**config.mk**
```make
export PLATFORM = sky130hd
export DESIGN_NAME = uart_ctrl
export DESIGN_NICKNAME = d
export VERILOG_FILES = /design/src/rtl/uart_ctrl_pkg.sv /design/src/rtl/uart_fifo.sv /design/src/rtl/uart_ctrl.sv
export SDC_FILE = /design/constraint.sdc
export NUM_CORES = 1
export LEC_CHECK = 0
export CAP_MARGIN = 20
export CORE_MARGIN = 4
export CORE_UTILIZATION = 50
export DETAILED_ROUTE_END_ITERATION = 12
export GPL_TIMING_DRIVEN = 0
export PLACE_DENSITY = 0.81
export SETUP_SLACK_MARGIN = 0.3
export SLEW_MARGIN = 40
export SYNTH_ARGS = -nofsm -noshare
export SYNTH_HDL_FRONTEND = slang
export SYNTH_SLANG_ARGS = --single-unit
```
**constraint.sdc**
```tcl
create_clock -name clk -period 4 [get_ports clk]
set_input_delay 0.8 -clock clk [delete_from_list [all_inputs] [get_ports clk]]
set_output_delay 0.8 -clock clk [all_outputs]
set_load 0.02 [all_outputs]
```
**src/rtl/uart_ctrl_pkg.sv**
```systemverilog
// Shared constants for the memory-mapped UART controller.
//   - Register offsets on the 2-bit bus address.
//   - STATUS register bit positions.
//   - Default baud divisor: 100 MHz / 115200.
package uart_ctrl_pkg;

  localparam logic [1:0] UART_DATA   = 2'd0;
  localparam logic [1:0] UART_STATUS = 2'd1;
  localparam logic [1:0] UART_CTRL   = 2'd2;
  localparam logic [1:0] UART_DIV    = 2'd3;

  localparam int unsigned ST_RX_NONEMPTY = 0;
  localparam int unsigned ST_RX_FULL     = 1;
  localparam int unsigned ST_TX_EMPTY    = 2;
  localparam int unsigned ST_TX_FULL     = 3;
  localparam int unsigned ST_RX_OVF      = 4;
  localparam int unsigned ST_TX_OVF      = 5;
  localparam int unsigned ST_RX_CNT_LSB  = 8;

  localparam logic [15:0] UART_DIV_RESET = 16'd868;

endpackage

```
**src/rtl/uart_fifo.sv**
```systemverilog
// Synchronous FIFO with first-word-fall-through output.
//   clk, rstn   : clock, asynchronous active-low reset
//   push, din   : write request and data; ignored when full unless a pop also happens
//   pop         : read request; ignored when empty
//   dout        : head entry (storage is reset to zero, so dout reads 0 after reset)
//   count       : number of stored entries, full/empty flags
module uart_fifo #(
  parameter int unsigned DEPTH = 8,
  parameter int unsigned WIDTH = 8,
  localparam int unsigned AW   = $clog2(DEPTH)
) (
  input  logic             clk,
  input  logic             rstn,
  input  logic             push,
  input  logic             pop,
  input  logic [WIDTH-1:0] din,
  output logic [WIDTH-1:0] dout,
  output logic [AW:0]      count,
  output logic             full,
  output logic             empty
);

  logic [WIDTH-1:0] mem_q [DEPTH];
  logic [AW-1:0]    wptr_q, wptr_d;
  logic [AW-1:0]    rptr_q, rptr_d;
  logic [AW:0]      count_q, count_d;
  logic             do_push, do_pop;

  assign full  = (count_q == (AW+1)'(DEPTH));
  assign empty = (count_q == '0);
  assign count = count_q;
  assign dout  = mem_q[rptr_q];

  // A pop frees the head slot in the same cycle, so a push into a full FIFO is
  // accepted when it coincides with a valid pop.
  assign do_pop  = pop & ~empty;
  assign do_push = push & (~full | do_pop);

  always_comb begin
    wptr_d  = wptr_q;
    rptr_d  = rptr_q;
    count_d = count_q;
    if (do_push) wptr_d = wptr_q + 1'b1;
    if (do_pop)  rptr_d = rptr_q + 1'b1;
    if (do_push && !do_pop) count_d = count_q + 1'b1;
    if (do_pop && !do_push) count_d = count_q - 1'b1;
  end

  always_ff @(posedge clk or negedge rstn) begin
    if (!rstn) begin
      wptr_q  <= '0;
      rptr_q  <= '0;
      count_q <= '0;
      for (int i = 0; i < int'(DEPTH); i++) mem_q[i] <= '0;
    end else begin
      wptr_q  <= wptr_d;
      rptr_q  <= rptr_d;
      count_q <= count_d;
      if (do_push) mem_q[wptr_q] <= din;
    end
  end

endmodule

```
**src/rtl/uart_ctrl.sv**
```systemverilog
// Memory-mapped UART controller between the CPU data bus and the tx/rx serializer cores.
//   clk, rstn          : clock, asynchronous active-low reset
//   sel, we, addr,     : single-cycle bus access; DATA(0) STATUS(1) CTRL(2) DIV(3)
//   wdata, rdata       : rdata is registered and holds until the next read
//   irq                : registered level interrupt
//   tx_data/valid/ready: TX FIFO head towards the transmitter core
//   rx_data/valid      : one-cycle byte pulses from the receiver core
//   baud_div           : divisor shared by both cores
module uart_ctrl
  import uart_ctrl_pkg::*;
#(
  parameter int unsigned FIFO_DEPTH = 8,
  parameter logic [15:0] DIV_RESET  = UART_DIV_RESET,
  parameter logic [15:0] DIV_MIN    = 16'd4
) (
  input  logic        clk,
  input  logic        rstn,
  input  logic        sel,
  input  logic        we,
  input  logic [1:0]  addr,
  input  logic [15:0] wdata,
  output logic [15:0] rdata,
  output logic        irq,
  output logic [7:0]  tx_data,
  output logic        tx_valid,
  input  logic        tx_ready,
  input  logic [7:0]  rx_data,
  input  logic        rx_valid,
  output logic [15:0] baud_div
);

  localparam int unsigned CW = $clog2(FIFO_DEPTH) + 1;

  logic          tx_full, tx_empty, rx_full, rx_empty;
  logic [CW-1:0] tx_count, rx_count;
  logic [7:0]    rx_dout;
  logic          rd_req, wr_req;
  logic          tx_push, tx_pop, tx_drop;
  logic          rx_pop, rx_drop;
  logic          w1c_status;
  logic [15:0]   status;

  logic [15:0] rdata_q, rdata_d;
  logic [15:0] div_q, div_d;
  logic [1:0]  ctrl_q, ctrl_d;
  logic        rx_ovf_q, rx_ovf_d;
  logic        tx_ovf_q, tx_ovf_d;
  logic        irq_q, irq_d;

  assign rd_req     = sel & ~we;
  assign wr_req     = sel & we;
  assign tx_push    = wr_req & (addr == UART_DATA);
  assign tx_pop     = ~tx_empty & tx_ready;
  assign tx_drop    = tx_push & tx_full & ~tx_pop;
  assign rx_pop     = rd_req & (addr == UART_DATA) & ~rx_empty;
  assign rx_drop    = rx_valid & rx_full & ~rx_pop;
  assign w1c_status = wr_req & (addr == UART_STATUS);

  uart_fifo #(.DEPTH(FIFO_DEPTH), .WIDTH(8)) u_tx_fifo (
    .clk   (clk),
    .rstn  (rstn),
    .push  (tx_push),
    .pop   (tx_pop),
    .din   (wdata[7:0]),
    .dout  (tx_data),
    .count (tx_count),
    .full  (tx_full),
    .empty (tx_empty)
  );

  uart_fifo #(.DEPTH(FIFO_DEPTH), .WIDTH(8)) u_rx_fifo (
    .clk   (clk),
    .rstn  (rstn),
    .push  (rx_valid),
    .pop   (rx_pop),
    .din   (rx_data),
    .dout  (rx_dout),
    .count (rx_count),
    .full  (rx_full),
    .empty (rx_empty)
  );

  always_comb begin
    status = '0;
    status[ST_RX_NONEMPTY] = ~rx_empty;
    status[ST_RX_FULL]     = rx_full;
    status[ST_TX_EMPTY]    = tx_empty;
    status[ST_TX_FULL]     = tx_full;
    status[ST_RX_OVF]      = rx_ovf_q;
    status[ST_TX_OVF]      = tx_ovf_q;
    status[ST_RX_CNT_LSB +: 8] = 8'(rx_count);
  end

  always_comb begin
    rdata_d = rdata_q;
    ctrl_d  = ctrl_q;
    div_d   = div_q;
    if (rd_req) begin
      case (addr)
        UART_DATA:   rdata_d = rx_empty ? 16'h0000 : {8'h00, rx_dout};
        UART_STATUS: rdata_d = status;
        UART_CTRL:   rdata_d = {14'b0, ctrl_q};
        default:     rdata_d = div_q;
      endcase
    end
    if (wr_req && addr == UART_CTRL) ctrl_d = wdata[1:0];
    if (wr_req && addr == UART_DIV)  div_d  = (wdata < DIV_MIN) ? DIV_MIN : wdata;
    // New overflow events take priority over a simultaneous W1C.
    rx_ovf_d = (rx_ovf_q & ~(w1c_status & wdata[ST_RX_OVF])) | rx_drop;
    tx_ovf_d = (tx_ovf_q & ~(w1c_status & wdata[ST_TX_OVF])) | tx_drop;
    irq_d    = (ctrl_q[0] & ~rx_empty) | (ctrl_q[1] & tx_empty);
  end

  always_ff @(posedge clk or negedge rstn) begin
    if (!rstn) begin
      rdata_q  <= '0;
      ctrl_q   <= '0;
      div_q    <= DIV_RESET;
      rx_ovf_q <= 1'b0;
      tx_ovf_q <= 1'b0;
      irq_q    <= 1'b0;
    end else begin
      rdata_q  <= rdata_d;
      ctrl_q   <= ctrl_d;
      div_q    <= div_d;
      rx_ovf_q <= rx_ovf_d;
      tx_ovf_q <= tx_ovf_d;
      irq_q    <= irq_d;
    end
  end

  assign rdata    = rdata_q;
  assign irq      = irq_q;
  assign tx_valid = ~tx_empty;
  assign baud_div = div_q;

endmodule

```
Word-level counts from Yosys, hierarchy flattened
Cells that the tools add are included.
W data, S select, Z words.

word-level totals
  input port bits = 32
  flip-flop bits (word level) = 185
  logic and storage cells = 123

operators by class
  multiplexer cells = 19
  bitwise logic cells = 39
  add/subtract/negate cells = 8
  reduce and logical (&&, ||, !) cells = 17
  equal/unequal tests = 5
  order comparisons = 7

operator list
  kind                   number
  $bwmux W64             2
  $mux W8                7
  $bmux W8 S3            2
  $demux W8 S3           2
  $pmux W16 S3           1
  $and A1 B1 Y1          21
  $ge A4 B4 Y1 const B   4
  $lt A16 B3 Y1 const B  1
  $mux W16               1
  $mux W4                4
  $not A3 Y4             4
  $add A3 B1 Y3 const B  4
  $not A1 Y1             9
  $add A4 B1 Y4 const B  2
  $eq A4 B4 Y1 const B   2
  $logic_and A1 B1 Y1    8
  $logic_not A4 Y1       2
  $lt A4 B1 Y1 const B   2
  $sub A4 B1 Y4 const B  2
  $or A1 B1 Y1           5
  $eq A2 B2 Y1 const B   2
  $logic_not A1 Y1       4
  $reduce_bool A2 Y1     2
  $eq A2 B1 Y1 const B   1
  $logic_not A2 Y1       1

Logic depth before layout (Yosys ltp)
Gate-level depths: netlist of the first run.

  depth after elaboration = 10
  depth in mapped cells = 12
  depth with buffers taken out = 10

Cells and area by module
Synthesis of the first run repeated with hierarchy kept, for this count alone.

unflattened totals
  cells, all modules = 601
  area, all modules = 8,959.8 um2

modules (own cells, without submodules)
  module     instances  cells each  sequential area each (um2)  area an instance (um2)
  uart_fifo  2          230         1,851.8                     3,632.2
  uart_ctrl  1          141         932.1                       1,695.4

Worst setup path before layout of the first run
No wires, ideal clock.

  kind = input to register
  start point = input addr[0]
  end point = register u_rx_fifo.count_q[3] (netlist: u_rx_fifo.count[3])
  setup time = 0.116 ns
  arrival = 2.725 ns
  data required time = 3.884 ns
  setup slack = 1.160 ns
  stages = 9
  path buffers = 1
  cells stage by stage = clkbuf_1 > nor4b_2 > o21ai_1 > inv_1 > ha_1 > ha_1 > a21oi_1 > o21ai_0 > o311ai_0

on the way
  longest elaborated chain between the ends = 9
  elaborated cells between the ends (all ways) = 12
  those cells by class = mux: 1; bitwise: 5; reduce/logical: 6

RTL lines
  what                                                  line             RTL
  from (decl)                                           uart_ctrl.sv:20  input logic [1:0] addr,
  $logic_not A2 Y1 *                                    uart_ctrl.sv:55  assign rx_pop = rd_req & (addr == UART_DATA) & ~rx_empty;
  $and A1 B1 Y1 * (2 in series)                         uart_ctrl.sv:55
  $and A1 B1 Y1 *                                       uart_fifo.sv:36  assign do_pop = pop & ~empty;
  net u_rx_fifo.do_pop                                  uart_fifo.sv:27  logic do_push, do_pop;
  $or A1 B1 Y1                                          uart_fifo.sv:37  assign do_push = push & (~full | do_pop);
  $and A1 B1 Y1                                         uart_fifo.sv:37
  $logic_not A1 Y1                                      uart_fifo.sv:46  if (do_pop && !do_push) count_d = count_q - 1'b1;
  $logic_and A1 B1 Y1                                   uart_fifo.sv:46
  $mux W4 / $reduce_bool A2 Y1 (equally long branches)  n/a
  to (signal assigned)                                  uart_fifo.sv:58  count_q <= count_d;
  to (decl)                                             uart_fifo.sv:26  logic [AW:0] count_q, count_d;

The timed path passes the listed nets; every way through them passes the cells marked *.
A chain may end at the register's enable or synchronous reset.

Final worst setup path of the first run
  start point = register u_tx_fifo.rptr_q[0]
  end point = output tx_data[5]

on the way
  longest elaborated chain between the ends = 4

RTL lines
  what                                         line             RTL
  from (decl)                                  uart_fifo.sv:25  logic [AW-1:0] rptr_q, rptr_d;
  from (signal assigned)                       uart_fifo.sv:57  rptr_q <= rptr_d;
  $not A3 Y4 (not written as such)             uart_fifo.sv:32  assign dout = mem_q[rptr_q];
  $bmux W8 S3                                  uart_fifo.sv:32
  $mux W8 (not written as such) (2 in series)  uart_fifo.sv:32
  to (decl)                                    uart_ctrl.sv:24  output logic [7:0] tx_data,

Every way passes these cells. The select of a mux whose other input is x is not followed.

==> reports/metrics.yaml, run 1 <==
status: "finished clean"
hold_viol_final: 0
routed.top_layer: "met4"
synth_warnings: 0
max-cap-violations: 0
grt_max_degree: 83
start_kind: "flip-flop"
multi_input_area_um2: 3760
nFillCells: 1227
fin_crit_sh_pct: 87.7
io-pin-count: 74
synthesis.nets: 696
synth-simple-area-share_pct: 8.66
antenna_found_initial: 0
maxSlewViolCount: 0
synth.avg_cell_area_um2: 13.2
area_delta_synth_final_pct: 18.9
clock_path_buffers: 2
p_total_mw: 7.74
post_cts_buffers: 0
final_common_cell: "dfrtp_1"
post-route-min-period_ps: 3510
synth_compound_area_share_pct: 11.5
wl_met2_um: 10400
grt_pass1_wl_um: 35000
final_cell_mix: "180 x dfrtp_1, 93 x mux2_2, 63 x clkdlybuf4s50_1"
drt-total-wl_um: 21300
cts_tree: "done"
die_y_um: 139
worst_pin_slew_ps: 788
n_antenna_cell: 0
wl_per_cell_um: 21.9
async_reset_ff_share_pct: 100
skew_ps: 6.55
place_ws_ps: 318
wl_met1_um: 8880
tritoncts.num_buffers: 17
leakagePower_nw: 4.48
dieArea_um2: 19500
synthXorXnorAreaFrac_pct: 1.52
hold_ws_ps: 220
wl_met3_um: 1650
worstHoldPathType: "input port to async pin"
core_um2: 16800
synth_mux_area_share_pct: 20.1
drive_gt1_share_pct: 23.2
worst_setup_path_end_kind: "output pin"
regArea_um2: 4640
die_w_um: 139
arrival_ps: 2710
synth_cell_types: 58
synth_top_family_by_area: "multiplexers"
rows: 47
rsz0062_at_grt: "no"
vias: 6024
drt_iter0_drc: 496
grt_usage_pct: 22.6
slew_headroom_pct: 47.5
hold_buffers: 0
dp_hpwl_um: 15000
fin_ws_ps: 494
critical_path_class: "flip-flop to output pin"
netlist_area_um2: 8640
cts.sinks: 185
synth_edf_count: 0
irDropWorstVdd_mv: 0.335
grt_pass1_vias: 6421
path_clk_slew_ps: 70
overflow: 0
floorplan.initialDensity_pct: 51.6
yosys.area.top_type: "dfrtp_1"
gp_congestion: 0.875
firstDrtPassIters: 7
ys_top_cells_by_area: "dfrtp_1 52%, mux2_2 12%, mux4_2 6.0%"
max_freq_ghz: 0.285
synthFlopType: "dfrtp_1"
ys_ff_latch: 185
cts-root-buf: "clkbuf_16"
crit_fanout: 10
syn_inst: 653
htreeDepth: 4
cp_data_required_time_ps: 3200
synthAdderAreaFrac_pct: 1.68
drc: 0
worst_r2r_path_depth: 8
ant_nets: 0
synth_top_area_share_pct: 52.1
ys_seq_area_share_pct: 53.6
setup_viol: 0
numPortBuffers: 64
final_nets: 781
avgViaCountPerCell: 6.20
insertion_delay_ps: 430
p_per_area_nw_per_um2: 753
[cells by family (layout without fill, tap and decap cells)]
family / Yosys count / in the layout
AOI/OAI and AO/OA: 125 / 125
xor gates and xnor gates: 15 / 15
adders and majority gates: 11 / 11
buffers and inverters: 60 / 158
DFF: 185 / 185
muxes: 133 / 133
and+or+nand+nor: 124 / 124
[per-layer routing]
metal	GRT usage, %	vias to the layer above
li1	-	2617
met1	30.3	3083
met2	36.7	287
met3	5.87	37
met4	6.54	0
met5	0	-
[registers in the layout, indices dropped and copies added, names as in the netlist, 4 cells and up]
name	count
u_rx_fifo.count	4
baud_div	16
u_tx_fifo.mem_q	64
u_rx_fifo.mem_q	64
u_tx_fifo.count	4
rdata	16
[synth_stat cells, types with 8 or more instances]
master,n
clkbuf_1,22
buf_1,14
a22o_1,30
nor2b_1,20
nand2_1,46
mux2_2,93
nor2_1,11
mux2i_1,17
mux4_2,23
a32o_1,8
a211oi_1,10
dfrtp_1,180
inv_1,14
o21ai_0,16
o2bb2ai_1,33
xnor2_1,10
ha_1,10
[through the flow]
stage               util (%)  setup TNS [ps]  instance area [um^2]  instances
floorplan                  -               0                  8640        653
global placement        57.0         -873290                  9560        937
detailed placement      57.4               0                  9620        939
CTS                     61.3               0                 10300        971
global route            61.3               0                 10300        971
finish                  61.3               0                 10300        971
[power breakdown]
group / total, mW / switching (mW) / leakage (nW) / internal (mW)
clock: 1.81 / 0.682 / 0.311 / 1.13
combinational: 2.88 / 1.45 / 1.81 / 1.42
sequential: 3.05 / 0.481 / 2.36 / 2.57
[area by class of cell]
class | count | share of cell area (%)
flip-flops and latches | 185 | 45.1
clock inverters | 6 | 1.33
plain buffers | 44 | 1.92
inverters | 16 | 0.633
repair buffers | 66 | 6.82
clock buffers | 26 | 4.96
well taps | 220 | 2.68
multi-input cells | 408 | 36.6
[worst max-delay path, stage by stage, from the launching register on]
cell,delay [ps]
dfrtp_1,350
buf_2,310
buf_6,240
mux4_2,520
mux2_2,290
clkdlybuf4s50_1,550
[what timing repair did]
action / 4_1_cts / 5_1_grt
gates cloned: 0 / 0
pin swaps: 0 / 0
hold endpoints to repair: 0 / 0
resized for setup: 3 / 3
setup endpoints to repair: 8 / 7
[worst paths after layout]
check	start	endpoint	slack, ps
setup / recovery	u_tx_fifo.rptr_q[0]$_DFFE_PN0P_	tx_data[5]	490
hold / removal	rstn	rdata[8]$_DFFE_PN0N_	220
setup reg to reg	u_rx_fifo.count[0]$_DFFE_PN0P_	u_rx_fifo.count[3]$_DFFE_PN0P_	810
hold reg to reg	u_rx_fifo.mem_q[7]$_DFFE_PN0P_	u_rx_fifo.mem_q[7]$_DFFE_PN0P_	490
max in group asynchronous	rstn	u_tx_fifo.mem_q[63]$_DFFE_PN0P_	3110
min in group clk	u_rx_fifo.mem_q[7]$_DFFE_PN0P_	u_rx_fifo.mem_q[7]$_DFFE_PN0P_	490
(Power assumes the default switching activity.)
==> run 2, diff against run 1 <==
- SYNTH_HIERARCHICAL: default -> 1
==> run 2 against run 1 <==
Critical path type is now input port to flip-flop. Via count fell by 9.1%. Final area rose by 4.0%. Critical endpoint is now u_rx_fifo/count[3]$_DFFE_PN0P_. Largest power group unchanged. Clock-buffer cell count fell by 7.
==> reports/metrics.yaml, run 2 <==
startpoint: "we"
io-pin-count: 74
synth_edf_count: 0
synthXorXnorAreaFrac_pct: 1.17
placed_cells_incl_taps: 900
htreeDepth: 4
fin_ws_ps: 420
grt_max_degree: 81
place_ws_ps: -569
rsz0062_at_grt: "no"
final_cell_mix: "180 x dfrtp_1, 158 x mux2_2, 71 x clkdlybuf4s50_1"
synth.top_cells.by_count: "180 x dfrtp_1, 158 x mux2_2, 32 x mux4_2, 24 x nand2_1, 19 x inv_1"
ys_top_cells_by_area: "dfrtp_1 50%, mux2_2 20%, mux4_2 8.0%"
synth_cell_types: 52
wl_per_cell_um: 21.4
synthesis.nets: 645
rows: 48
p_per_area_nw_per_um2: 725
area_delta_synth_final_pct: 19.3
max-cap-violations: 0
slew_headroom_pct: 47.9
fin_setup_tns_ps: 0
clock_path_buffers: 2
arrival_ps: 3880
setup_viol: 0
synth_compound_area_share_pct: 7.93
drt_iter0_drc: 347
synth.avg_cell_area_um2: 14.9
final_common_cell: "dfrtp_1"
grt_usage_pct: 21.1
max_freq_ghz: 0.279
yosysMostFrequentCell: "dfrtp_1"
gp_congestion: 0.814
maxSlewViolCount: 0
overflow: 0
ys_ff_latch: 185
drc: 0
synthFlopType: "dfrtp_1"
status: "finished clean"
final_util_pct: 61.4
tritoncts.num_buffers: 17
reg2reg_from: "u_rx_fifo/count[0]$_DFFE_PN0P_"
ant_nets: 0
drive_gt1_share_pct: 40.2
reg.largest.list: "u_rx_fifo/mem_q: 64 flops, u_tx_fifo/mem_q: 64 flops"
grt_util_met2_pct: 35.7
skew_ps: 8.82
netlist_area_um2: 8960
irDropWorstVdd_mv: 0.392
drt-total-wl_um: 20100
p_total_mw: 7.75
ys_seq_area_share_pct: 51.7
met1_usage_pct: 27.6
instances_no_fill: 937
antenna_found_initial: 1
leakagePower_nw: 4.60
numPortBuffers: 72
final_nets: 743
gr-max-usage-layer: "met2"
nFillCells: 1259
synth_top_area_share_pct: 50.3
post-route-min-period_ps: 3580
die_w_um: 142
grt_pass1_wl_um: 32900
syn_inst: 601
fin_crit_sh_pct: 89.5
insertion_delay_ps: 420
avgViaCountPerCell: 5.85
die_y_um: 142
async_reset_ff_share_pct: 100
synthAdderAreaFrac_pct: 1.84
worstHoldPathType: "input port to async pin"
core_um2: 17400
crit_fanout: 9
dieArea_um2: 20100
grt_pass1_vias: 6050
critical_path_class: "input port to flip-flop"
worst_pin_slew_ps: 772
cp_data_required_time_ps: 4300
yosys.area.top_type: "dfrtp_1"
cts-root-buf: "clkbuf_16"
firstDrtPassIters: 4
hold_viol_final: 0
dp_hpwl_um: 13900
ff2ff_setup_slack_ps: 650
cts.sinks: 185
cts_tree: "done"
synth_top_family_by_area: "multiplexers"
vias: 5477
n_antenna_cell: 0
worst_setup_path_end_kind: "flip-flop"
synth_mux_area_share_pct: 29.6
synth_warnings: 6
floorplan.initialDensity_pct: 51.4
synth-simple-area-share_pct: 4.78
start_kind: "input port"
path_clk_slew_ps: 70
worst_r2r_path_depth: 11
grt_util_met3_pct: 4.28
run 2: area by class of cell:
class | instances | area, um^2 | share of cell area (%)
buffer | 31 | 206 | 1.93
clock buffer | 19 | 453 | 4.24
clock inverter | 13 | 134 | 1.25
inverter | 19 | 71.3 | 0.667
multi-input combinational | 366 | 4090 | 38.3
sequential | 185 | 4640 | 43.4
tap | 225 | 282 | 2.63
timing repair buffer | 79 | 818 | 7.66
run 2: what timing repair did:
item	in CTS	in global routing
pin swaps	1	1
setup buffers	1	4
hold buffers	0	0
endpoints found under the setup margin	10	10
resized for setup	4	7
run 2: stage by stage:
| stage | hold WS (ps) | cell area [um^2] |
|---|---|---|
| 6_report | 220 | 10700 |
| 5_1_grt | 212 | 10700 |
| 4_1_cts | 212 | 10600 |
| 3_5_place_dp | 483 | 10000 |
| 3_3_place_gp | 468 | 9960 |
| 2_1_floorplan | 459 | 8960 |
run 2: logic make-up after synthesis:
group | Yosys count
buffers and inverters | 50
DFF | 185
xor gates and xnor gates | 12
adders and majority gates | 12
muxes | 205
AOI/OAI and AO/OA | 65
and+or+nand+nor | 72
run 2: worst paths after layout:
path | endpoint
setup / recovery | u_rx_fifo/count[3]$_DFFE_PN0P_
hold / removal | u_rx_fifo/mem_q[36]$_DFFE_PN0P_
setup reg to reg | u_rx_fifo/count[3]$_DFFE_PN0P_
hold reg to reg | rdata[8]$_DFFE_PN0N_
max in group asynchronous | baud_div[8]$_DFFE_PN1P_
min in group clk | rdata[8]$_DFFE_PN0N_
run 2: per-layer routing:
metal	wire [um]	up-vias
li1	-	2454
met1	8600	2882
met2	10300	120
met3	893	19
met4	244	2
met5	12	-
run 2: critical path, stage by stage:
cell             delay, ps
clkdlybuf4s50_1        490
nand2b_2               260
nor4_4                 370
buf_6                  150
o41ai_1                130
inv_1                  160
ha_2                   280
ha_1                   310
or4b_2                 660
o311ai_0               150
o211ai_1               130
run 2: power breakdown:
group,switching [mW],internal (mW)
clock,0.743,0.911
combinational,1.39,1.65
sequential,0.465,2.59
total,2.60,5.15
